File: src/rtl/muldiv_unit.sv
// -----------------------------------------------------------------------------
// muldiv_unit
//   Multi-cycle multiply/divide engine with the architectural HI/LO registers.
//   It sits beside the single-cycle ALU in EX. Each accepted mul/div runs one
//   bit per cycle (shift-add multiply, restoring divide) on operand magnitudes.
//   A final FIX cycle applies the recorded signs and writes HI/LO.
//
// Ports
//   clk, rst_n   rising-edge clock, asynchronous active-low reset
//   md_start     issue md_op this cycle (taken only when idle)
//   md_op        0 none, 1 multu, 2 mult, 3 divu, 4 div, 5 mthi, 6 mtlo, 7 none
//   md_a_data    rs: multiplicand / dividend / mthi-mtlo source
//   md_b_data    rt: multiplier / divisor
//   md_flush     abort the in-flight operation; wins over md_start
//   md_busy      engine iterating (RUN or FIX); new starts are ignored
//   md_done      one-cycle pulse after a mul/div has written HI/LO
//   md_stall     pipeline hold request for HI/LO readers (covers issue cycle)
//   md_hi/md_lo  HI and LO registers
// -----------------------------------------------------------------------------
module muldiv_unit #(
   parameter int WIDTH = 32,
   parameter int CNT_W = 6
) (
   input  logic             clk,
   input  logic             rst_n,
   input  logic             md_start,
   input  logic [2:0]       md_op,
   input  logic [WIDTH-1:0] md_a_data,
   input  logic [WIDTH-1:0] md_b_data,
   input  logic             md_flush,
   output logic             md_busy,
   output logic             md_done,
   output logic             md_stall,
   output logic [WIDTH-1:0] md_hi,
   output logic [WIDTH-1:0] md_lo
);

   typedef enum logic [1:0] {S_IDLE, S_RUN, S_FIX} state_t;

   state_t             r_state, w_next;
   logic [CNT_W-1:0]   r_cnt;
   // r_acc: upper product half (mul) or partial remainder (div).
   // r_q:   lower product half / multiplier (mul) or dividend->quotient (div).
   logic [WIDTH-1:0]   r_acc, r_q, r_opb;
   logic               r_is_div, r_neg_q, r_neg_r;
   logic [WIDTH-1:0]   r_hi, r_lo;
   logic               r_done;

   logic               w_is_md, w_signed, w_accept;
   logic [WIDTH-1:0]   w_abs_a, w_abs_b;
   logic [WIDTH:0]     w_sum, w_shrem;
   logic               w_ge;
   logic [WIDTH-1:0]   w_diff;
   logic [2*WIDTH-1:0] w_prod, w_prod_fix;
   logic [WIDTH-1:0]   w_quo, w_rem;

   assign w_is_md  = (md_op >= 3'd1) && (md_op <= 3'd4);
   assign w_signed = (md_op == 3'd2) || (md_op == 3'd4);
   assign w_accept = md_start && !md_flush && (r_state == S_IDLE);
   assign w_abs_a  = (w_signed && md_a_data[WIDTH-1]) ? -md_a_data : md_a_data;
   assign w_abs_b  = (w_signed && md_b_data[WIDTH-1]) ? -md_b_data : md_b_data;

   // Multiply step: conditional add into the upper half, carry kept in bit WIDTH
   // so the right shift of the whole product does not lose it.
   assign w_sum = {1'b0, r_acc} + (r_q[0] ? {1'b0, r_opb} : '0);

   // Divide step: the shifted remainder can need WIDTH+1 bits. When the trial
   // subtraction succeeds the result is below the divisor, so WIDTH bits hold it.
   assign w_shrem = {r_acc, r_q[WIDTH-1]};
   assign w_ge    = (w_shrem >= {1'b0, r_opb});
   assign w_diff  = w_shrem[WIDTH-1:0] - r_opb;

   assign w_prod     = {r_acc, r_q};
   assign w_prod_fix = r_neg_q ? -w_prod : w_prod;
   assign w_quo      = r_neg_q ? -r_q : r_q;
   assign w_rem      = r_neg_r ? -r_acc : r_acc;

   // ---------------------------------------------------------------- FSM
   always_ff @(posedge clk or negedge rst_n) begin
      if (!rst_n) r_state <= S_IDLE;
      else        r_state <= w_next;
   end

   always_comb begin
      w_next = r_state;
      case (r_state)
         S_IDLE:  if (w_accept && w_is_md) w_next = S_RUN;
         S_RUN: begin
            if (md_flush)                            w_next = S_IDLE;
            else if (r_cnt == CNT_W'(WIDTH - 1))     w_next = S_FIX;
         end
         S_FIX:   w_next = S_IDLE;
         default: w_next = S_IDLE;
      endcase
   end

   // ---------------------------------------------------------------- datapath
   always_ff @(posedge clk or negedge rst_n) begin
      if (!rst_n) begin
         r_cnt    <= '0;
         r_acc    <= '0;
         r_q      <= '0;
         r_opb    <= '0;
         r_is_div <= 1'b0;
         r_neg_q  <= 1'b0;
         r_neg_r  <= 1'b0;
         r_hi     <= '0;
         r_lo     <= '0;
         r_done   <= 1'b0;
      end else begin
         r_done <= 1'b0;
         case (r_state)
            S_IDLE: begin
               if (w_accept) begin
                  case (md_op)
                     3'd1, 3'd2, 3'd3, 3'd4: begin
                        r_cnt    <= '0;
                        r_acc    <= '0;
                        r_q      <= w_abs_a;
                        r_opb    <= w_abs_b;
                        r_is_div <= (md_op == 3'd3) || (md_op == 3'd4);
                        r_neg_q  <= w_signed && (md_a_data[WIDTH-1] ^ md_b_data[WIDTH-1]);
                        r_neg_r  <= w_signed && md_a_data[WIDTH-1];
                     end
                     3'd5:    r_hi <= md_a_data;
                     3'd6:    r_lo <= md_a_data;
                     default: ;
                  endcase
               end
            end
            S_RUN: begin
               if (!md_flush) begin
                  r_cnt <= r_cnt + 1'b1;
                  if (r_is_div) begin
                     r_acc <= w_ge ? w_diff : w_shrem[WIDTH-1:0];
                     r_q   <= {r_q[WIDTH-2:0], w_ge};
                  end else begin
                     r_acc <= w_sum[WIDTH:1];
                     r_q   <= {w_sum[0], r_q[WIDTH-1:1]};
                  end
               end
            end
            S_FIX: begin
               if (!md_flush) begin
                  if (r_is_div) begin
                     r_lo <= w_quo;
                     r_hi <= w_rem;
                  end else begin
                     {r_hi, r_lo} <= w_prod_fix;
                  end
                  r_done <= 1'b1;
               end
            end
            default: ;
         endcase
      end
   end

   assign md_busy  = (r_state != S_IDLE);
   assign md_done  = r_done;
   assign md_stall = md_busy || (md_start && w_is_md);
   assign md_hi    = r_hi;
   assign md_lo    = r_lo;

endmodule

File: config.mk
export PLATFORM = sky130hd
export DESIGN_NAME = muldiv_unit
export DESIGN_NICKNAME = d
export VERILOG_FILES = /design/src/rtl/muldiv_unit.sv
export SDC_FILE = /design/constraint.sdc
export NUM_CORES = 1
export LEC_CHECK = 0
export ABC_AREA = 1
export CORE_MARGIN = 4
export CORE_UTILIZATION = 40
export DETAILED_ROUTE_END_ITERATION = 10
export GPL_TIMING_DRIVEN = 0
export MAX_ROUTING_LAYER = met4
export PLACE_DENSITY = 0.61
export SYNTH_ARGS = -nofsm -noshare
export SYNTH_HDL_FRONTEND = slang
export SYNTH_SLANG_ARGS = --single-unit
File: constraint.sdc
create_clock -name clk -period 5.4 [get_ports clk]
set_clock_uncertainty 0.05 [all_clocks]
set_input_delay 1.08 -clock clk [delete_from_list [all_inputs] [get_ports clk]]
set_output_delay 1.08 -clock clk [all_outputs]
set_load 0.01 [all_outputs]
==> results.cfg, run 1 <==
[status]
status = completed

[pwr]
power.switching_w = 0.00587
ir_drop_mv = 0.253
switching_share_pct = 57.7
seqPwrFrac_pct = 24.0
leakagePower_nw = 10.0
p_int_w = 0.00431
power.clock.fraction_pct = 12.7
pwr_density_cell_nw_per_um2 = 509
power_frac_comb_pct = 63.3

[grt]
grt_max_degree = 92
grt.overflow.total = 0
antenna_found_initial = 1
grt_util_all_layers_pct = 39.6
grt_pass1_wl_mm = 133
grt_pass1_vias = 19900

[synthesis]
synth-seq-area-share_pct = 24.9
synth.area.top_cells = dfrtp_1 (25%), nand2_1 (18%), nor2_1 (9.1%)
synth_seq_cells = 172
yosys_warnings = 0
synth-edff-count = 0
ys.flop_type = dfrtp_1
syn_avg_cell_area_um2 = 5.82
synth_fp_nets = 3116
syn-instance-count = 2974
synthesis.area_um2 = 17300
synthDistinctLibCells = 48
synth_area_leader_cell = dfrtp_1
synth_top_area_share_pct = 24.9
synthArstFlopShare_pct = 100

[detailed_routing]
firstDrtPassIters = 6
ant_nets = 0
drt_iter0_drc = 2899
post_drt_via_cell_ratio = 5.84
wl_per_cell_um = 24.8
wirelength_mm = 92.4
vias = 21700
drc = 0

[die]
rows = 75
initial_core_util_pct = 40.9
die_area_um2 = 46600
io_pins = 138
fp.dieW_um = 216
die_h_um = 216
core_area_um2 = 42300

[setup_path]
critPathTopFamily = simple AND/OR/NAND/NOR gates
cp_cell_sequence = buf_2 > buf_1 > nand2_1 > inv_1 > ha_1 > inv_1 > fa_1 > o21ai_0 > nand3_1 > nand2_1 > nand2_1 > nand2_1 > nand2_1 > nand3_1 > nand3_1 > nand3_1 > nand2_1
critPathLaunch = r_q[0]
cpPeakStageDelay_ns = 0.59
crit_path_start_kind = flop
path_class = flop to flop
cpMostUsedCell = nand2_1
worstPathRequired_ns = 5.74
slowest_stage = o21ai_0
cp_max_fo = 10
crit_arrival_ns = 4.65
worstReg2RegStart = r_q[0]
cp_num_buf_inv = 4
cp-end-kind = flop

[hold_path]
hold_path.class = flop to flop
min-delay-start = r_cnt[5]

[sta]
relSlewSlack_pct = 7.13
worst_pin_slew_ns = 1.39
finalSetupViolCount = 0
fin_tns_setup_ns = 0
fmax_mhz = 232
grt_setup_unrepaired = false
timing.final.crit_share_pct = 79.7
maxSlewViolCount = 0
period_minus_slack_ns = 4.30
hold_viol_final = 0

[flow_run]
drv_cap = 0

[clock_tree]
clockBufferDepth = 2
cts-root-buf = clkbuf_16
numCtsBuffers = 17
clkTransAtPathRegs_ns = 0.09
htreeDepth = 4
cts_tree = built
clk-insertion-delay-late_ns = 0.52
clock-sinks = 172
postCtsSetupBuffers = 0
ctsResizeCount = 0
hold_buffers = 0

[placed_design]
dp_hpwl_mm = 76.0
port_buffers = 137
gp_congestion = 1.13

[finish]
final_common_cell = nand2_1
most-common-layout-cells = nand2_1 (840), nor2_1 (419), inv_1 (418)
nFillCells = 4594
utilization_pct = 47.3
drive_gt1_share_pct = 2.90
nNetsFinal = 3273
area_growth_pct = 15.7
-- power by group through the flow --
| stage | Combinational (W) | Sequential [W] | Clock, W |
|---|---|---|---|
| global placement | 0.00623 | 0.00241 | 0 |
| global route | 0.00698 | 0.00245 | 0.00135 |
| floorplan | 0.00389 | 0.00211 | 0 |
| detailed placement | 0.00624 | 0.00242 | 0 |
| CTS | 0.00627 | 0.00240 | 0.00130 |
| finish | 0.00645 | 0.00244 | 0.00130 |
-- worst paths after layout --
| check | end | slack, ns | cells past startpoint |
|---|---|---|---|
| max reg2reg | r_acc[25] | 1.10 | 17 |
| min | r_cnt[5] | 0.42 | 1 |
| max in group asynchronous | md_hi[22] | 3.81 | 2 |
| max | r_acc[25] | 1.10 | 17 |
| min reg2reg | r_cnt[5] | 0.42 | 1 |
| min in group asynchronous | r_acc[14] | 0.51 | 1 |
-- through the flow --
| stage | area [µm²] | worst slack (ns) | std cells | power [W] | hold slack (ns) |
|---|---|---|---|---|---|
| 2_1_floorplan | 17300 | 2.71 | 2974 | 0.00601 | 0.384 |
| 3_3_place_gp | 19400 | -4.26 | 3688 | 0.00865 | 0.404 |
| 3_5_place_dp | 19400 | 1.28 | 3689 | 0.00866 | 0.410 |
| 4_1_cts | 20000 | 1.24 | 3720 | 0.00996 | 0.422 |
| 5_1_grt | 20000 | 1.02 | 3721 | 0.0108 | 0.460 |
| 6_report | 20000 | 1.10 | 3721 | 0.0102 | 0.425 |
-- cells in the mapped netlist, types with 2 or more instances --
cell / count
inv_1: 418
o21ai_1: 10
nand3_2: 4
a21oi_1: 181
o31ai_1: 3
a211oi_1: 2
xnor2_1: 13
buf_1: 16
nand4_1: 51
a21oi_2: 2
nor2_2: 6
nand2_2: 3
o22ai_1: 2
a21o_1: 5
nor2_1: 419
nand2_1: 840
buf_4: 2
nor3_1: 24
nor2_4: 3
buf_12: 2
xor2_1: 34
nor4_1: 6
fa_1: 2
a31oi_1: 45
nand3b_1: 9
o21ai_2: 3
a22oi_1: 12
dfrtp_1: 172
ha_1: 69
nor3b_1: 2
clkbuf_1: 58
nand3_1: 284
or2_2: 9
buf_2: 13
o211ai_1: 12
o21ai_0: 208
a311oi_1: 2
nand2_4: 2
and2_1: 3
o21bai_1: 10
inv_2: 6
-- worst reg2reg max path: stages (launching register included) --
cell and delay [ns]:
dfrtp_1 0.32, buf_2 0.30, buf_1 0.41, nand2_1 0.12, inv_1 0.11, ha_1 0.34
inv_1 0.10, fa_1 0.45, o21ai_0 0.59, nand3_1 0.14, nand2_1 0.22, nand2_1 0.10
nand2_1 0.15, nand2_1 0.17, nand3_1 0.12, nand3_1 0.23, nand3_1 0.19, nand2_1 0.06
-- cells by family after synthesis --
logic type               share of synthesized area (%)
AO/OA/AOI/OAI                                     15.6
XOR/XNOR                                          2.38
adder cells (fa/ha/maj)                           5.22
buffers and inverters                             11.6
flip-flops                                        24.9
AND/OR/NAND/NOR                                   40.3
-- area by class of cell --
type / count / area (µm²) / area share [%]
clock buffers: 17 / 425 / 2.13
plain buffers: 92 / 409 / 2.05
repair buffers: 138 / 1400 / 7.02
multi-input cells: 2285 / 11000 / 54.9
clock inverters: 14 / 155 / 0.776
diodes: 1 / 2.50 / 0.0125
inverters: 425 / 1600 / 7.98
flip-flops and latches: 172 / 4300 / 21.5
well taps: 577 / 722 / 3.61
-- metal layers --
layer | wire length [µm] | part of all wire, % | up-vias | track usage [%]
li1 | - | - | 9926 | -
met1 | 36800 | 40 | 10200 | 50.6
met2 | 39700 | 43 | 1334 | 57.9
met3 | 9300 | 10 | 250 | 7.74
met4 | 6650 | 7.2 | 0 | 24.3
met5 | 0 | 0 | - | -
-- state kept, by name, indices dropped and copies added, names as in the netlist --
signal and count:
md_hi 32, md_lo 32, r_acc 32, r_opb 32, r_q 32, r_cnt 6
r_state 2, md_done 1, r_is_div 1, r_neg_q 1, r_neg_r 1
Power figures use the tool's default switching activity.
==> run 2, diff against run 1 <==
Settings changed: PLACE_DENSITY 0.61 to 0.64.
Clock period 5.4 ns to 3.8 ns, I/O delays scaled along.
==> results.cfg, run 2 (synthesis results as in run 1) <==
[grt]
grt_util_all_layers_pct = 39.0
grt_max_degree = 109
grt_pass1_vias = 20200
grt_pass1_wl_mm = 132
antenna_found_initial = 1
grt.overflow.total = 0

[setup_path]
worstPathRequired_ns = 4.12
cp-end-kind = flop
crit_path_start_kind = flop
crit_arrival_ns = 3.95
path_class = flop to flop
cp_max_fo = 10

[clock_tree]
postCtsSetupBuffers = 0
cts-root-buf = clkbuf_16
clkTransAtPathRegs_ns = 0.07
cts_tree = built
hold_buffers = 0
clk-insertion-delay-late_ns = 0.48
clockBufferDepth = 2
htreeDepth = 4
clock-sinks = 172
numCtsBuffers = 17

[pwr]
leakagePower_nw = 10.0
power.clock.fraction_pct = 12.6
seqPwrFrac_pct = 23.8
ir_drop_mv = 0.517
power_frac_comb_pct = 63.6
power.switching_w = 0.00844
p_int_w = 0.00620
pwr_density_cell_nw_per_um2 = 731
switching_share_pct = 57.6

[sta]
grt_setup_unrepaired = false
finalSetupViolCount = 0
period_minus_slack_ns = 3.62
hold_slack_ns = 0.155
worst_pin_slew_ns = 1.15
relSlewSlack_pct = 23.4
timing.final.crit_share_pct = 95.4
maxSlewViolCount = 0
hold_viol_final = 0
fmax_mhz = 276

[detailed_routing]
wl_per_cell_um = 24.4
post_drt_via_cell_ratio = 5.82
vias = 21700
firstDrtPassIters = 9
drc = 0
drt_iter0_drc = 2608
wirelength_mm = 90.7
ant_nets = 0

[status]
status = completed

[placed_design]
port_buffers = 137
dp_hpwl_mm = 75.3
place_area_um2 = 19400
gp_congestion = 1.05

[die]
die_h_um = 216
die_area_um2 = 46600
core_area_um2 = 42300
io_pins = 138
rows = 75
initial_core_util_pct = 40.9
fp.dieW_um = 216

[finish]
area_growth_pct = 15.8
most-common-layout-cells = nand2_1 (840), nor2_1 (419), inv_1 (418)
final_cell_area_um2 = 20000
insertedDiodeCount = 0
drive_gt1_share_pct = 2.99
nNetsFinal = 3273
utilization_pct = 47.3
final_common_cell = nand2_1

[hold_path]
hold_path.class = input pin to asynchronous set/reset pin

[flow_run]
drv_cap = 0
run 2: worst max-delay path, cell delays in order (launching register included):
cell and delay [ns]:
dfrtp_1 0.32, buf_2 0.34, clkbuf_2 0.28, nand2_1 0.08, inv_1 0.11, ha_1 0.41
inv_1 0.10, fa_1 0.47, o21ai_2 0.28, nand3_1 0.11, nand2_1 0.17, nand2_1 0.09
nand2_1 0.11, nand2_1 0.13, nand3_1 0.11, nand3_1 0.14, nand3_1 0.16, nand2_1 0.05
run 2: path summary, 6_finish.rpt:
check                               from         to  slack, ns  depth (start not counted)
worst max-delay path              r_q[0]  r_acc[25]       0.18                         17
worst min-delay path               rst_n   r_acc[5]       0.15                          1
worst max register to register    r_q[0]  r_acc[25]       0.18                         17
worst min register to register  md_lo[1]   md_lo[1]       0.44                          2
max in group asynchronous          rst_n  r_opb[23]       2.55                          2
min in group clk                md_lo[1]   md_lo[1]       0.44                          2
run 2: metal layers:
| layer | up-vias | wire, µm | GRT usage [%] | part of all wire [%] |
|---|---|---|---|---|
| li1 | 9919 | - | - | - |
| met1 | 10200 | 35800 | 48.2 | 39 |
| met2 | 1245 | 40300 | 59.9 | 44 |
| met3 | 268 | 8540 | 8.07 | 9.4 |
| met4 | 0 | 6100 | 20.9 | 6.7 |
| met5 | - | 0 | - | 0 |
run 2: repair_timing:
action	in CTS	in global routing
hold endpoints to repair	0	0
setup endpoints to repair	1	11
gates resized for setup	1	2
run 2: cell type report:
cell class,instances,area [µm²]
multi-input cells,2285,11000
plain buffers,92,410
clock buffers,17,425
well taps,577,722
repair buffers,138,1400
inverters,425,1600
flip-flops and latches,172,4300
fillers,4615,22300
clock inverters,15,181
run 2: power by group through the flow:
| stage | clock (W) | combinational (W) | sequential (W) |
|---|---|---|---|
| after CTS | 0.00184 | 0.00905 | 0.00342 |
| after global routing | 0.00192 | 0.0101 | 0.00350 |
| after floorplan | 0 | 0.00553 | 0.00300 |
| final | 0.00184 | 0.00931 | 0.00349 |
| after global placement | 0 | 0.00899 | 0.00343 |
| after detailed placement | 0 | 0.00901 | 0.00345 |
run 2: through the flow:
| step | total power (W) | worst slack [ns] | cells | setup TNS (ns) |
|---|---|---|---|---|
| 2_1_floorplan | 0.00854 | 1.11 | 2974 | 0 |
| 3_3_place_gp | 0.0124 | -5.25 | 3688 | -896.80 |
| 5_1_grt | 0.0155 | 0.0271 | 3721 | 0 |
| 3_5_place_dp | 0.0125 | -0.0411 | 3689 | -0.0411 |
| 4_1_cts | 0.0143 | 0.101 | 3721 | 0 |
| 6_report | 0.0146 | 0.176 | 3721 | 0 |
